--- src/rtl/soi_obs_pkg.sv ---
// Shared types for the signal-of-interest observation stage.
package soi_obs_pkg;

  // Capture controller states; the encoding is visible on state_o.
  typedef enum logic [1:0] {
    ST_IDLE    = 2'd0,
    ST_ARMED   = 2'd1,
    ST_CAPTURE = 2'd2,
    ST_DONE    = 2'd3
  } state_t;

  // State to enter after a qualified sample, given whether it was the last one.
  function automatic state_t after_sample(input logic last);
    return last ? ST_DONE : ST_CAPTURE;
  endfunction

endpackage

--- src/rtl/soi_fifo.sv ---
// Synchronous first-word-fall-through FIFO. A push while full is accepted
// only when a pop happens in the same cycle; a pop while empty is ignored.
module soi_fifo #(
  parameter int WIDTH = 24,
  parameter int DEPTH = 16,
  parameter int CNT_W = $clog2(DEPTH) + 1
) (
  input  logic             clk,
  input  logic             rst_n,
  input  logic             push,
  input  logic [WIDTH-1:0] wdata,
  input  logic             pop,
  output logic [WIDTH-1:0] rdata,
  output logic             full,
  output logic             empty,
  output logic [CNT_W-1:0] count
);
  localparam int AW = $clog2(DEPTH);

  logic [WIDTH-1:0] mem [DEPTH];
  logic [AW-1:0]    wr_ptr;
  logic [AW-1:0]    rd_ptr;
  logic             do_push;
  logic             do_pop;

  assign empty   = (count == '0);
  assign full    = (count == CNT_W'(DEPTH));
  assign do_pop  = pop && !empty;
  assign do_push = push && (!full || do_pop);
  // Head is only driven while valid so an empty FIFO reads as zero.
  assign rdata   = empty ? '0 : mem[rd_ptr];

  // Pointer and occupancy bookkeeping; pointers wrap naturally at DEPTH.
  always_ff @(posedge clk or negedge rst_n) begin
    if (!rst_n) begin
      wr_ptr <= '0;
      rd_ptr <= '0;
      count  <= '0;
    end else begin
      if (do_push) wr_ptr <= wr_ptr + AW'(1);
      if (do_pop)  rd_ptr <= rd_ptr + AW'(1);
      if (do_push && !do_pop)      count <= count + CNT_W'(1);
      else if (!do_push && do_pop) count <= count - CNT_W'(1);
    end
  end

  // Storage array; contents are don't-care until written.
  always_ff @(posedge clk) begin
    if (do_push) mem[wr_ptr] <= wdata;
  end

endmodule

--- src/rtl/soi_capture.sv ---
// Trigger-and-capture stage: waits for the SOI to match a trigger value, then
// records a bounded burst of timestamped samples into a FWFT FIFO.
module soi_capture
  import soi_obs_pkg::*;
#(
  parameter int SOI_W = 8,
  parameter int DEPTH = 16,
  parameter int TS_W  = 16,
  parameter int LEN_W = $clog2(DEPTH) + 1
) (
  input  logic             clk,
  input  logic             rst_n,
  input  logic [SOI_W-1:0] soi_i,
  input  logic             arm_i,
  input  logic             mode_i,
  input  logic [SOI_W-1:0] trig_val_i,
  input  logic [LEN_W-1:0] cap_len_i,
  input  logic             rd_ready_i,
  output logic             rd_valid_o,
  output logic [SOI_W-1:0] rd_data_o,
  output logic [TS_W-1:0]  rd_ts_o,
  output logic [1:0]       state_o,
  output logic             overflow_o,
  output logic [LEN_W-1:0] count_o
);
  typedef struct packed {
    logic [SOI_W-1:0] value;
    logic [TS_W-1:0]  ts;
  } sample_t;

  state_t           state;
  state_t           state_next;
  logic             mode;
  logic [SOI_W-1:0] trig_val;
  logic [SOI_W-1:0] prev_soi;
  logic [LEN_W-1:0] remaining;
  logic [LEN_W-1:0] remaining_next;
  logic [TS_W-1:0]  ts;
  logic             overflow;
  logic             overflow_next;
  logic             qual;
  logic             pop;
  logic             full;
  logic             empty;
  sample_t          wr_sample;
  sample_t          rd_sample;

  assign pop       = !empty && rd_ready_i;
  assign wr_sample = '{value: soi_i, ts: ts};

  // Qualifier, countdown and next-state decode; an arm overrides any sampling.
  always_comb begin
    state_next     = state;
    remaining_next = remaining;
    overflow_next  = overflow;
    qual           = 1'b0;
    if (arm_i) begin
      remaining_next = cap_len_i;
      overflow_next  = 1'b0;
      state_next     = (cap_len_i == '0) ? ST_DONE : ST_ARMED;
    end else begin
      case (state)
        ST_ARMED:   qual = (soi_i == trig_val);
        ST_CAPTURE: qual = mode ? (soi_i != prev_soi) : 1'b1;
        default:    qual = 1'b0;
      endcase
      if (qual) begin
        remaining_next = remaining - LEN_W'(1);
        state_next     = after_sample(remaining == LEN_W'(1));
        overflow_next  = overflow | (full & ~pop);
      end else begin
        remaining_next = remaining;
        state_next     = state;
        overflow_next  = overflow;
      end
    end
  end

  // Capture control registers: state, settings latched at arm, countdown, sticky overflow.
  always_ff @(posedge clk or negedge rst_n) begin
    if (!rst_n) begin
      state     <= ST_IDLE;
      mode      <= 1'b0;
      trig_val  <= '0;
      remaining <= '0;
      overflow  <= 1'b0;
    end else begin
      state     <= state_next;
      remaining <= remaining_next;
      overflow  <= overflow_next;
      if (arm_i) begin
        mode     <= mode_i;
        trig_val <= trig_val_i;
      end
    end
  end

  // Free-running timestamp and one-cycle SOI history, kept in every state.
  always_ff @(posedge clk or negedge rst_n) begin
    if (!rst_n) begin
      ts       <= '0;
      prev_soi <= '0;
    end else begin
      ts       <= ts + TS_W'(1);
      prev_soi <= soi_i;
    end
  end

  soi_fifo #(
    .WIDTH ($bits(sample_t)),
    .DEPTH (DEPTH),
    .CNT_W (LEN_W)
  ) u_fifo (
    .clk   (clk),
    .rst_n (rst_n),
    .push  (qual),
    .wdata (wr_sample),
    .pop   (pop),
    .rdata (rd_sample),
    .full  (full),
    .empty (empty),
    .count (count_o)
  );

  assign rd_valid_o = !empty;
  assign rd_data_o  = rd_sample.value;
  assign rd_ts_o    = rd_sample.ts;
  assign state_o    = state;
  assign overflow_o = overflow;

endmodule

--- config.mk ---
export PLATFORM = sky130hd
export DESIGN_NAME = soi_capture
export DESIGN_NICKNAME = d
export VERILOG_FILES = /design/src/rtl/soi_obs_pkg.sv /design/src/rtl/soi_fifo.sv /design/src/rtl/soi_capture.sv
export SDC_FILE = /design/constraint.sdc
export NUM_CORES = 1
export LEC_CHECK = 0
export ABC_AREA = 1
export CAP_MARGIN = 10
export CORE_ASPECT_RATIO = 1.5
export CORE_UTILIZATION = 30
export CTS_CLUSTER_SIZE = 30
export DETAILED_ROUTE_END_ITERATION = 10
export DONT_BUFFER_PORTS = 1
export GPL_ROUTABILITY_DRIVEN = 0
export PLACE_DENSITY = 0.51
export SETUP_SLACK_MARGIN = 0.5
export SLEW_MARGIN = 20
export SYNTH_ARGS = -nofsm -noshare
export SYNTH_HDL_FRONTEND = slang
export SYNTH_HIERARCHICAL = 1
export SYNTH_SLANG_ARGS = --single-unit
--- constraint.sdc ---
create_clock -name clk -period 4.25 [get_ports clk]
set_clock_uncertainty 0.15 [all_clocks]
set_input_delay 0.85 -clock clk [delete_from_list [all_inputs] [get_ports clk]]
set_output_delay 0.85 -clock clk [all_outputs]
set_load 0.05 [all_outputs]
==> metrics.md <==
| Metric | Value |
|---|---|
| Row Count | `110` |
| Max_slew headroom | `40.16%` |
| TritonRoute pass-1 iters | `5` |
| Initial Util | `~30%` |
| Final std cells w/o fill | `2445` |
| Power, Total | `approximately 14000 uW` |
| Num CTS Buffers | `40` |
| H-tree depth | `2` |
| Die height | `305.2 um` |
| Core Region | `60280 sq um` |
| Die W | `between 200 and 250 um` |
| Failing checks | `hold timing` |
| Power density cells | `652.0 nW/um^2` |
| Hpwl dp | `27770 um` |
| Max-cap violations | `0` |
| Via density | `4.781` |
| Max Clk Rate | `278.2 MHz` |
| Clk pin slew, worst setup/hold paths | `70 ps` |
| Pin count of the biggest net entering global routing | `125` |
| Synth warn | `6` |
| Pre-CTS WS | `approximately 770 ps` |
| Most frequent cells in the layout | `nand2_1 (579), edfxtp_1 (384), nand3_1 (308)` |
| Final setup viols | `0` |
| Clk root buf | `clkbuf_16` |
| Unique masters post-synth | `32` |
| Setup bufs post-CTS | `0` |
| Port Buf Inserts | `0` |
| Routed WL | `~48000 um` |
| Layout Utilization | `between 30% and 40%` |
| Post-synthesis register bit count | `438` |
| Syn Inst Count | `1612` |
| GRT Util Overall | `15.47%` |
| Worst-path cell chain | `buf_16, nand2_1, nand3_1, nand3_1, nand2_1, nand2_1, a21oi_1, buf_4` |
| Final Hold Viols | `8` |
| Part of the Yosys area used for sequential elements | `70.06%` |
| Most common cell after layout, fill and taps aside | `nand2_1` |
| Outcome | `finished with violations` |
| CP max stage delay | `480 ps` |
| Total negative slack | `0 ps` |
| Synthesized net count | `1653` |
| Final ANT Viol Nets | `0` |
| FF+latch area | `around 13000 sq um` |
| Multi-input gate area | `4836 sq um` |
| Period utilization | `84.58%` |
| Worst setup slack after layout | `655.2 ps` |
| DRC violations left | `0` |
| LEAKAGE | `0.008044 uW` |
| Fin crit period | `3595 ps` |
| Wire per inst | `19.56 um` |
| Die ar. | `between 60000 and 70000 sq um` |
| Crit path kind | `flop to output pin` |
| RSZ-0062 raised after global routing | `false` |
| Placed cells | `2371` |
| Detailed Route Iter0 Violations | `692` |
| Critical Path Slowest Stage Cell | `dfrtp_4` |
| Filler cells | `6033` |
| Sinks on Clock Net | `438` |
| Global-route wire length before repair | `72310 um` |
| Hold_ws | `-15.29 ps` |
| Vias | `11690` |
| Cells on worst reg2reg path | `20` |
| Slew Viols, Final | `0` |
| Worst hold-check path type | `primary input to async pin` |
| Worst-Skew Late Latency | `550 ps` |
| Clk buf depth | `3` |
| Max VDD drop | `~0.55 mV` |
| Kind of end point of the critical path | `output pin` |
| Area Overhead vs Synth | `14.22%` |
| TritonCTS clock tree | `built` |
| Vias in the first global route | `11790` |
| Initial antenna violation count | `0` |
| Startpoint class of the critical path | `flop` |
| Layout cells sized above 1 | `9.753%` |
| Synthesized area | `~18000 sq um` |
| Nets | `1671` |
| I/O Pins | `59` |
| Critical-path maximum fanout | `~120` |
| Actual slew at the worst max-slew pin | `892.1 ps` |
| CP required | `3250 ps` |
| Worst EP arrival | `2590 ps` |
| Total gr overflow | `0` |
| Most used cell, CP | `nand2_1` |
| Diodes inserted | `0` |
| Syn Area/Cell | `11.41 sq um` |
power breakdown:
group / total, uW / leakage [uW] / switching (uW) / internal (uW)
clock: 3820 / 0.000684 / 1560 / 2250
combinational: 4890 / 0.00282 / 3530 / 1360
sequential: 4980 / 0.00454 / 210 / 4770
area by class of cell:
cell class | instances | share of cell area (%)
Multi-Input combinational cell | 1034 | 23.03
Clock buffer | 50 | 5.195
Clock inverter | 23 | 1.412
Sequential cell | 438 | 61.39
Inverter | 54 | 0.9950
Tap cell | 784 | 4.671
Timing Repair Buffer | 62 | 3.313
worst max-delay path: cells and delay by family, from the launching register on:
| family | cells | cell delay [ps] |
|---|---|---|
| buffers and inverters | 2 | 710 |
| DFF | 1 | 480 |
| and+or+nand+nor | 5 | 530 |
| AOI/OAI and AO/OA | 1 | 330 |
what timing repair did:
item,CTS,global route
endpoints found under the hold margin,54,0
pin swaps,0,0
resized for setup,2,3
hold buffers,1,0
setup endpoints to repair,1,4
routing by layer:
metal	GRT usage, %	up-vias	wire, um
met4	5.502	0	1418
li1	-	5553	-
met1	18.38	5792	18990
met5	0	-	0
met2	28.29	271	25580
met3	1.876	73	1838
stage by stage:
step	hold WS (ps)	area, sq um
2_1_floorplan	311.0	18390
3_3_place_gp	340.7	19560
3_5_place_dp	338.0	19560
4_1_cts	8.028	20990
5_1_grt	25.01	21000
6_report	-15.29	21000
cell usage after synthesis (all sizes together):
library cell | n | area [sq um]
nand2 | 584 | 2205
edfxtp | 384 | 11530
nand3 | 311 | 1572
buf | 71 | 531.8
dfrtp | 54 | 1351
inv | 53 | 201.5
nor2 | 36 | 140.1
a21oi | 29 | 145.1
xor2 | 24 | 210.2
o21ai | 16 | 80.08
clkbuf | 15 | 56.30
ha | 14 | 175.2
xnor2 | 6 | 52.55
nor3 | 5 | 57.55
nand4 | 4 | 25.02
a21boi | 1 | 7.510
clkinv | 1 | 3.750
fa | 1 | 20.02
o211ai | 1 | 7.510
or2 | 1 | 6.260
or4 | 1 | 7.510
kinds of logic after synthesis:
| group | Yosys count | share of synthesized area, % |
|---|---|---|
| AND/OR/NAND/NOR | 942 | 21.82 |
| XOR/XNOR | 30 | 1.429 |
| buffers and inverters | 140 | 4.314 |
| adder cells (fa/ha/maj) | 15 | 1.062 |
| AO/OA/AOI/OAI | 47 | 1.307 |
| flip-flops | 438 | 70.06 |
path summary, 6_finish.rpt:
path / from / slack, ps / endpoint
max in group asynchronous: rst_n / 3600 / u_fifo/rd_ptr[1]
worst min register to register: trig_val[0] / 350 / trig_val[0]
worst max register to register: state_o[1] / 810 / u_fifo/count[4]
worst max-delay path: u_fifo/rd_ptr[0] / 660 / rd_data_o[6]
min in group clk: soi_i[6] / 190 / prev_soi[6]
worst min-delay path: rst_n / -20 / ts[8]
sequential cells by signal, summed over array words and instances, names as in the netlist:
signal         flops
mode               1
overflow_o         1
prev_soi           8
remaining          5
state_o            2
trig_val           8
ts                16
u_fifo/count       5
u_fifo/mem       384
u_fifo/rd_ptr      4
u_fifo/wr_ptr      4
No activity file was read; power rests on OpenSTA's default activity.
